`config.mk`:
```
export PLATFORM = sky130hd
export DESIGN_NAME = mem_loader
export DESIGN_NICKNAME = d
export VERILOG_FILES = /design/src/rtl/mem_loader.sv
export SDC_FILE = /design/constraint.sdc
export NUM_CORES = 1
export LEC_CHECK = 0
export BUFFER_PORTS_ARGS = -buffer_cell sky130_fd_sc_hd__clkbuf_2
export CAP_MARGIN = 40
export CORE_MARGIN = 2
export CORE_UTILIZATION = 52
export CTS_BUF_LIST = sky130_fd_sc_hd__clkbuf_16
export DETAILED_ROUTE_END_ITERATION = 12
export PLACE_DENSITY = 0.79
export SYNTH_ARGS = -nofsm -noshare
export SYNTH_HDL_FRONTEND = slang
export SYNTH_SLANG_ARGS = --single-unit
```
`constraint.sdc`:
```
create_clock -name clk -period 2.85 [get_ports clk]
set_input_delay 0.57 -clock clk [delete_from_list [all_inputs] [get_ports clk]]
set_output_delay 0.57 -clock clk [all_outputs]
set_load 0.005 [all_outputs]
```
`src/rtl/mem_loader.sv`:
```
// mem_loader: streams LOAD_LEN bytes into memory at LOAD_BASE while the core
// is held in reset, optionally reads the range back and compares checksums,
// then releases the core and pulses trigger_program once.
module mem_loader #(
  parameter int                    ADDR_WIDTH = 16,
  parameter int                    REG_WIDTH  = 8,
  parameter logic [ADDR_WIDTH-1:0] LOAD_BASE  = 16'h0200,
  parameter int                    LOAD_LEN   = 256,
  parameter bit                    VERIFY     = 1'b1
) (
  input  logic                  clk,
  input  logic                  reset,
  input  logic                  start,
  input  logic                  s_valid,
  input  logic [REG_WIDTH-1:0]  s_data,
  output logic                  s_ready,
  output logic [ADDR_WIDTH-1:0] mem_addr,
  output logic [REG_WIDTH-1:0]  mem_din,
  output logic                  mem_we,
  input  logic [REG_WIDTH-1:0]  mem_dout,
  output logic                  core_reset_n,
  output logic                  trigger_program,
  output logic                  busy,
  output logic                  done,
  output logic                  error
);

  // Counters are one bit wider than the address so LOAD_LEN = 2^ADDR_WIDTH fits.
  localparam int                  CW       = ADDR_WIDTH + 1;
  localparam int                  LAST_INT = LOAD_LEN - 1;
  localparam logic [CW-1:0]       LAST_IDX = LAST_INT[CW-1:0];
  localparam logic [CW-1:0]       CNT_ONE  = {{ADDR_WIDTH{1'b0}}, 1'b1};

  typedef enum logic [2:0] {
    ST_IDLE    = 3'd0,
    ST_LOAD    = 3'd1,
    ST_VERIFY  = 3'd2,
    ST_CHECK   = 3'd3,
    ST_RELEASE = 3'd4,
    ST_RUN     = 3'd5,
    ST_DONE    = 3'd6,
    ST_ERROR   = 3'd7
  } state_t;

  state_t               state_r;
  state_t               state_s;
  logic [CW-1:0]        wcnt_r;
  logic [CW-1:0]        rcnt_r;
  logic [REG_WIDTH-1:0] wsum_r;
  logic [REG_WIDTH-1:0] vsum_r;
  logic                 xfer_s;
  logic [REG_WIDTH-1:0] final_sum_s;

  logic s_ready_r, core_reset_n_r, trigger_r, busy_r, done_r, error_r;

  assign xfer_s      = (state_r == ST_LOAD) && s_valid;
  // The last readback byte arrives in CHECK, so fold it in before comparing.
  assign final_sum_s = vsum_r + mem_dout;

  // State register.
  always_ff @(posedge clk) begin
    if (reset) begin
      state_r <= ST_IDLE;
    end else begin
      state_r <= state_s;
    end
  end

  // Next-state decode; start is only honoured in IDLE, DONE and ERROR.
  always_comb begin
    state_s = state_r;
    case (state_r)
      ST_IDLE:    if (start) state_s = ST_LOAD; else state_s = ST_IDLE;
      ST_LOAD: begin
        if (xfer_s && (wcnt_r == LAST_IDX)) begin
          if (VERIFY) state_s = ST_VERIFY; else state_s = ST_RELEASE;
        end else begin
          state_s = ST_LOAD;
        end
      end
      ST_VERIFY:  if (rcnt_r == LAST_IDX) state_s = ST_CHECK; else state_s = ST_VERIFY;
      ST_CHECK:   if (final_sum_s == wsum_r) state_s = ST_RELEASE; else state_s = ST_ERROR;
      ST_RELEASE: state_s = ST_RUN;
      ST_RUN:     state_s = ST_DONE;
      ST_DONE:    if (start) state_s = ST_LOAD; else state_s = ST_DONE;
      ST_ERROR:   if (start) state_s = ST_LOAD; else state_s = ST_ERROR;
      default:    state_s = ST_IDLE;
    endcase
  end

  // Write/read counters and running checksums; cleared when a session starts.
  always_ff @(posedge clk) begin
    if (reset) begin
      wcnt_r <= {CW{1'b0}};
      rcnt_r <= {CW{1'b0}};
      wsum_r <= {REG_WIDTH{1'b0}};
      vsum_r <= {REG_WIDTH{1'b0}};
    end else begin
      case (state_r)
        ST_IDLE, ST_DONE, ST_ERROR: begin
          if (start) begin
            wcnt_r <= {CW{1'b0}};
            rcnt_r <= {CW{1'b0}};
            wsum_r <= {REG_WIDTH{1'b0}};
            vsum_r <= {REG_WIDTH{1'b0}};
          end
        end
        ST_LOAD: begin
          if (xfer_s) begin
            wcnt_r <= wcnt_r + CNT_ONE;
            wsum_r <= wsum_r + s_data;
          end
        end
        ST_VERIFY: begin
          rcnt_r <= rcnt_r + CNT_ONE;
          // Read data lags the address by one cycle, so skip the first cycle.
          if (rcnt_r != {CW{1'b0}}) begin
            vsum_r <= vsum_r + mem_dout;
          end
        end
        default: begin
          wcnt_r <= wcnt_r;
        end
      endcase
    end
  end

  // Status outputs are registered copies of the decode of the next state,
  // so they line up exactly with the state they describe.
  always_ff @(posedge clk) begin
    if (reset) begin
      s_ready_r      <= 1'b0;
      core_reset_n_r <= 1'b0;
      trigger_r      <= 1'b0;
      busy_r         <= 1'b0;
      done_r         <= 1'b0;
      error_r        <= 1'b0;
    end else begin
      s_ready_r      <= (state_s == ST_LOAD);
      core_reset_n_r <= (state_s == ST_RELEASE) || (state_s == ST_RUN) || (state_s == ST_DONE);
      trigger_r      <= (state_s == ST_RUN);
      busy_r         <= (state_s == ST_LOAD) || (state_s == ST_VERIFY);
      done_r         <= (state_s == ST_DONE);
      error_r        <= (state_s == ST_ERROR);
    end
  end

  assign s_ready         = s_ready_r;
  assign core_reset_n    = core_reset_n_r;
  assign trigger_program = trigger_r;
  assign busy            = busy_r;
  assign done            = done_r;
  assign error           = error_r;

  // Memory port: writes follow the stream combinationally during LOAD,
  // readback addresses walk the same range during VERIFY.
  always_comb begin
    mem_we   = 1'b0;
    mem_addr = {ADDR_WIDTH{1'b0}};
    mem_din  = {REG_WIDTH{1'b0}};
    if (state_r == ST_LOAD) begin
      mem_we   = s_valid;
      mem_addr = LOAD_BASE + wcnt_r[ADDR_WIDTH-1:0];
      mem_din  = s_data;
    end else if (state_r == ST_VERIFY) begin
      mem_addr = LOAD_BASE + rcnt_r[ADDR_WIDTH-1:0];
    end else begin
      mem_addr = {ADDR_WIDTH{1'b0}};
    end
  end

endmodule

```
After elaboration in Yosys (flattened, before gate mapping). Index checks and enable logic that the tools add are counted. W data, S select, Z words.

Flip-flop bits (word level): 59. Latch bits: 0. RAM bits: 0. Bits in read-only memories: 0. Input bits: 20. Output and inout bits: 31. Word-level logic and storage cells: 69. Memories: 0.

Add/sub/neg operators: 6. Multipliers: 0. Divide/modulo/power cells: 0. Order comparisons: 0. Eq/ne operators: 19. Shift-type cells: 0. Muxes and demuxes: 20. Bitwise operators: 0. Reductions and logical operators: 13.

Operators with widths (number): $pmux W17 S2 (2); $add A17 B1 Y17 const B (2); $eq A17 B8 Y1 const B (2); $mux W17 (2); $add A10 B16 Y16 const A (2); $mux W16 (2); $mux W8 (4); $pmux W8 S2 (2); $eq A3 B3 Y1 const B (8); $pmux W3 S8 (1); $reduce_bool A17 Y1 (1); $add A8 B8 Y8 (2); $eq A3 B2 Y1 const B (3); $eq A8 B8 Y1 (1); $eq A3 B1 Y1 const B (2); $mux W3 (2); $ne A2 B2 Y1 const B (3); $reduce_and A3 Y1 (2); $mux W2 (2); $reduce_bool A2 Y1 (2); $logic_not A3 Y1 (1); $logic_or A1 B1 Y1 (3); $mux W1 (3); $reduce_or A3 Y1 (1); other kinds (2) (3).

Logic depth before layout (Yosys ltp).
Depth after elaboration: 8. Gate-level depth with buffers: 9. Gate-level depth less buffers: 8.

Least setup slack after synthesis. No wires, ideal clock.

Kind: input to register. From: input mem_dout[0]. To: register core_reset_n_r, in the netlist core_reset_n. Setup time: 0.060 ns. Arrival: 2.717 ns. Data required time: 2.790 ns. Setup slack: 0.073 ns. Stages: 8. Path buffers: 0. Cells stage by stage: ha_1 fa_1 a21o_1 a21oi_1 xnor3_1 or4_1 o31ai_1 and3_1.

Cells in the longest elaborated chain, start to end: 7. Elaborated cells on any way between the ends: 9. Those cells by class: 1 x add/sub; 4 x eq/ne; 2 x mux; 2 x reduce/logical.

Ends and longest elaborated chain: start: declaration (RTL line 20) `input logic [REG_WIDTH-1:0] mem_dout,`; $add A8 B8 Y8 (*) (RTL line 58) `assign final_sum_s = vsum_r + mem_dout;`; $eq A8 B8 Y1 (*) (RTL line 82) `ST_CHECK: if (final_sum_s == wsum_r) state_s = ST_RELEASE; else state_s = ST_ERROR;`; $mux W2 (*) (RTL line 82); $pmux W3 S8 (*) (RTL line 72) `case (state_r)`; $eq A3 B3 Y1 (RTL line 140) `core_reset_n_r <= (state_s == ST_RELEASE) || (state_s == ST_RUN) || (state_s == ST_DONE);`; $logic_or A1 B1 Y1 (RTL line 140); $logic_or A1 B1 Y1 (*) (RTL line 140); end signal: assignment (RTL line 140); end: declaration (RTL line 54) `logic s_ready_r, core_reset_n_r, trigger_r, busy_r, done_r, error_r;`.

Mark *: on every way between the ends. The rest lies on a longest branch, timed or not. A chain may end at the register's enable or synchronous reset.

Final worst setup path. Ends and elaborated chain as after synthesis.

==> impl_metrics.py <==
metrics = {
    "sta": {
        "hold_violations": 0,
        "tightest_slew_ps": 773,
        "tns_ps": 0,
        "slew_headroom_pct": 48.5,
        "max_freq_mhz": 378,
        "finalMaxSlewViolations": 0,
        "fin_skew_ps": 4.77,
        "setup_violations": 0,
        "grt_setup_unrepaired": "no",
        "layout_min_cycle_time_ps": 2650,
        "period_share_pct": 92.8,
    },
    "clock_tree": {
        "post_cts_buffers": 0,
        "cts_tree": "built",
        "h-tree-depth": 3,
        "cts.sinks": 59,
        "cts_resized": 0,
        "cts_buffers": 9,
        "cts_root_buf": "clkbuf_16",
        "cts_buffer_depth": 2,
        "clk_latency_ps": 330,
        "cts.reportedPaths.clkPinSlew_ps": 50,
        "ctsHoldBuffers": 0,
    },
    "finish": {
        "layout-drive-gt1-share_pct": 17.6,
        "antennaDiodeCount": 0,
        "fin_area_mm2": 0.00425,
        "nNetsFinal": 530,
        "syn_to_final_growth_pct": 17.5,
    },
    "detailed_routing": {
        "wirelength_mm": 8.78,
        "firstDrtPassIters": 5,
        "routedWlPerCell_um": 15.3,
        "ant_nets": 0,
        "remaining_drc_errors": 0,
        "avgViaCountPerCell": 5.98,
        "via_count": 3431,
        "drtIter0Drc": 188,
    },
    "die": {
        "rows": 30,
        "die_h_um": 87.4,
        "dieWidth_um": 87.4,
        "die-area_mm2": 0.00764,
        "start_util_pct": 53.5,
        "core-area_mm2": 0.00676,
        "ios": 51,
    },
    "global_route": {
        "grt_use_total_pct": 23.9,
        "grt_max_degree": 24,
        "grt_pass1_wl_mm": 14.5,
        "overflow": 0,
        "grt_pass1_vias": 3102,
        "antenna_found_initial": 0,
    },
    "yosys": {
        "synth-compound-area-share_pct": 18.1,
        "synth_edf_count": 0,
        "synth-xor-area-share_pct": 12.8,
        "seq_area_frac_synth_pct": 32.7,
        "synthesis.nets": 477,
        "ys.flop_type": "dfxtp_1",
        "synthMuxAreaShare_pct": 1.18,
        "synthAdderAreaFrac_pct": 7.68,
        "synthCells": 436,
        "async_flop_share_pct": 0,
        "yosys_warnings": 0,
        "synth-seq-cells": 59,
        "synth_top_cell_area_share_pct": 32.7,
        "synth_area_leaders": "dfxtp_1, ha_1, nor2_1",
        "yosysTopAreaCell": "dfxtp_1",
        "synth_top_family_by_area": "simple AND/OR/NAND/NOR gates",
        "syn_area_mm2": 0.00362,
        "yosysUniqueCellTypes": 53,
        "avgSynthCellArea_um2": 8.29,
        "synth-simple-area-share_pct": 23.5,
    },
    "flow_run": {
        "drv_cap": 0,
    },
    "pwr": {
        "vdd_drop_max_mv": 0.296,
        "pwr_density_cell_mw_per_mm2": 462,
        "p_leak_nw": 1.78,
    },
    "setup_path": {
        "crit_slowest_cell": "or4_1",
        "crit_buf_inv": 1,
        "critPathLaunchType": "input pin",
        "critPathRequiredTime_ps": 3120,
        "max_stage_delay_ps": 470,
        "cp_max_fo": 3,
        "cp.arrival_ps": 2920,
        "crit_family": "compound AO/OA/AOI/OAI gates",
        "cp_cell_sequence": "clkbuf_2 -> ha_1 -> fa_1 -> a21o_1 -> a21oi_1 -> xnor3_1 -> or4_1 -> o31ai_2 -> and3_1",
        "critical_path_class": "input pin to register",
        "critPathCaptureType": "register",
    },
    "placed_design": {
        "post-dp-hpwl_mm": 6.33,
        "gp_congestion": 0.891,
        "port_buffers": 50,
        "placed_cell_area_mm2": 0.00399,
    },
    "worst_hold_path": {
        "min_path_type": "register to register",
    },
    "status": {
        "status": "finished, final reports clean",
    },
}
## layout by cell type (no fill, tap or decap), types with 2 or more instances in the layout
cell type,count
o211ai_1,3
nand2_1,34
clkbuf_16,9
a22o_1,7
a21oi_1,29
clkbuf_2,50
or2_0,2
o21ai_0,15
inv_1,13
o21a_1,2
or4_1,3
nor3_1,9
o22ai_1,6
nand4_1,6
nor2_1,58
a21o_1,4
nand2b_1,3
mux2_2,2
nor3b_2,2
a311oi_1,4
mux2i_1,2
ha_1,19
xnor3_1,4
and3_1,7
buf_4,16
xor2_1,18
clkinv_1,4
a211oi_1,3
and2_1,10
o31ai_1,3
dfxtp_1,59
nand3_1,21
a22oi_1,15
xnor2_1,22
fa_1,2
nor4_1,7
## worst register-to-register path, stage by stage (launching register included)
cell and delay [ps]:
dfxtp_1 300, ha_1 210, fa_1 430, a21o_1 190
a21oi_1 220, xnor3_1 240, or4_1 470, o31ai_2 300
and3_1 190
## final timing paths
check	start	endpoint	slack (ps)	cells past startpoint
worst max-delay path	mem_dout[0]	core_reset_n	200	9
worst min-delay path	wsum_r[5]	wsum_r[5]	500	2
worst min register to register	wsum_r[5]	wsum_r[5]	500	2
worst max register to register	vsum_r[0]	core_reset_n	240	8
## metrics by stage
stage	worst slack (ps)	instances	power [mW]	util [%]	hold slack, ps
2_1_floorplan	73.2	436	0.984	-	461
3_3_place_gp	-96.3	558	1.04	59.1	478
3_5_place_dp	-203	558	1.05	59.1	487
4_1_cts	130	574	1.97	62.8	494
5_1_grt	50.0	574	2.02	62.9	515
6_report	204	574	1.96	62.9	495
## cell families (layout without fill, tap and decap cells)
| family | count (synthesis) | in the layout |
|---|---|---|
| and+or+nand+nor | 172 | 172 |
| adders and majority gates | 21 | 21 |
| DFF | 59 | 59 |
| xor gates and xnor gates | 45 | 45 |
| AOI/OAI and AO/OA | 100 | 100 |
| buffers and inverters | 35 | 93 |
| muxes | 4 | 4 |
## metal layers
metal	global-route usage, %	wire length (µm)	vias to the layer above
met4	10.9	223	0
met1	31.8	3990	1632
li1	-	-	1675
met3	4.93	411	21
met5	0	0	-
met2	37.3	4150	103
## power breakdown
group / switching, mW / internal, mW
combinational: 0.106 / 0.0819
clock: 0.364 / 0.566
sequential: 0.00975 / 0.836
## registers in the layout, indices dropped and copies added, names as in the netlist, 3 cells and up
name,count
vsum_r,8
wcnt_r,17
wsum_r,8
rcnt_r,17
state_r,3
## cell usage after synthesis (2+ instances only)
cell	count
a211oi_1	3
a21o_1	4
a21oi_1	29
a22o_1	7
a22oi_1	15
a311oi_1	4
and2_1	10
and3_1	7
buf_6	2
clkbuf_1	22
dfxtp_1	59
fa_1	2
ha_1	19
inv_1	11
mux2_2	2
mux2i_1	2
nand2_1	34
nand2b_1	3
nand3_1	21
nand4_1	6
nor2_1	58
nor3_1	9
nor3b_1	2
nor4_1	7
o211ai_1	3
o21a_1	2
o21ai_0	15
o22ai_1	6
o31ai_1	4
or2_0	2
or4_1	3
xnor2_1	22
xnor3_1	4
xor2_1	18
## cell type report
| cell class | count | area [µm²] |
|---|---|---|
| Clock buffer | 9 | 225 |
| Multi-Input combinational cell | 342 | 2300 |
| Fill cell | 591 | 2510 |
| Timing Repair Buffer | 66 | 370 |
| Sequential cell | 59 | 1180 |
| Inverter | 11 | 41.3 |
| Clock inverter | 7 | 27.5 |
| Tap cell | 80 | 100 |
Note: power is estimated with default switching activity, not from simulation.
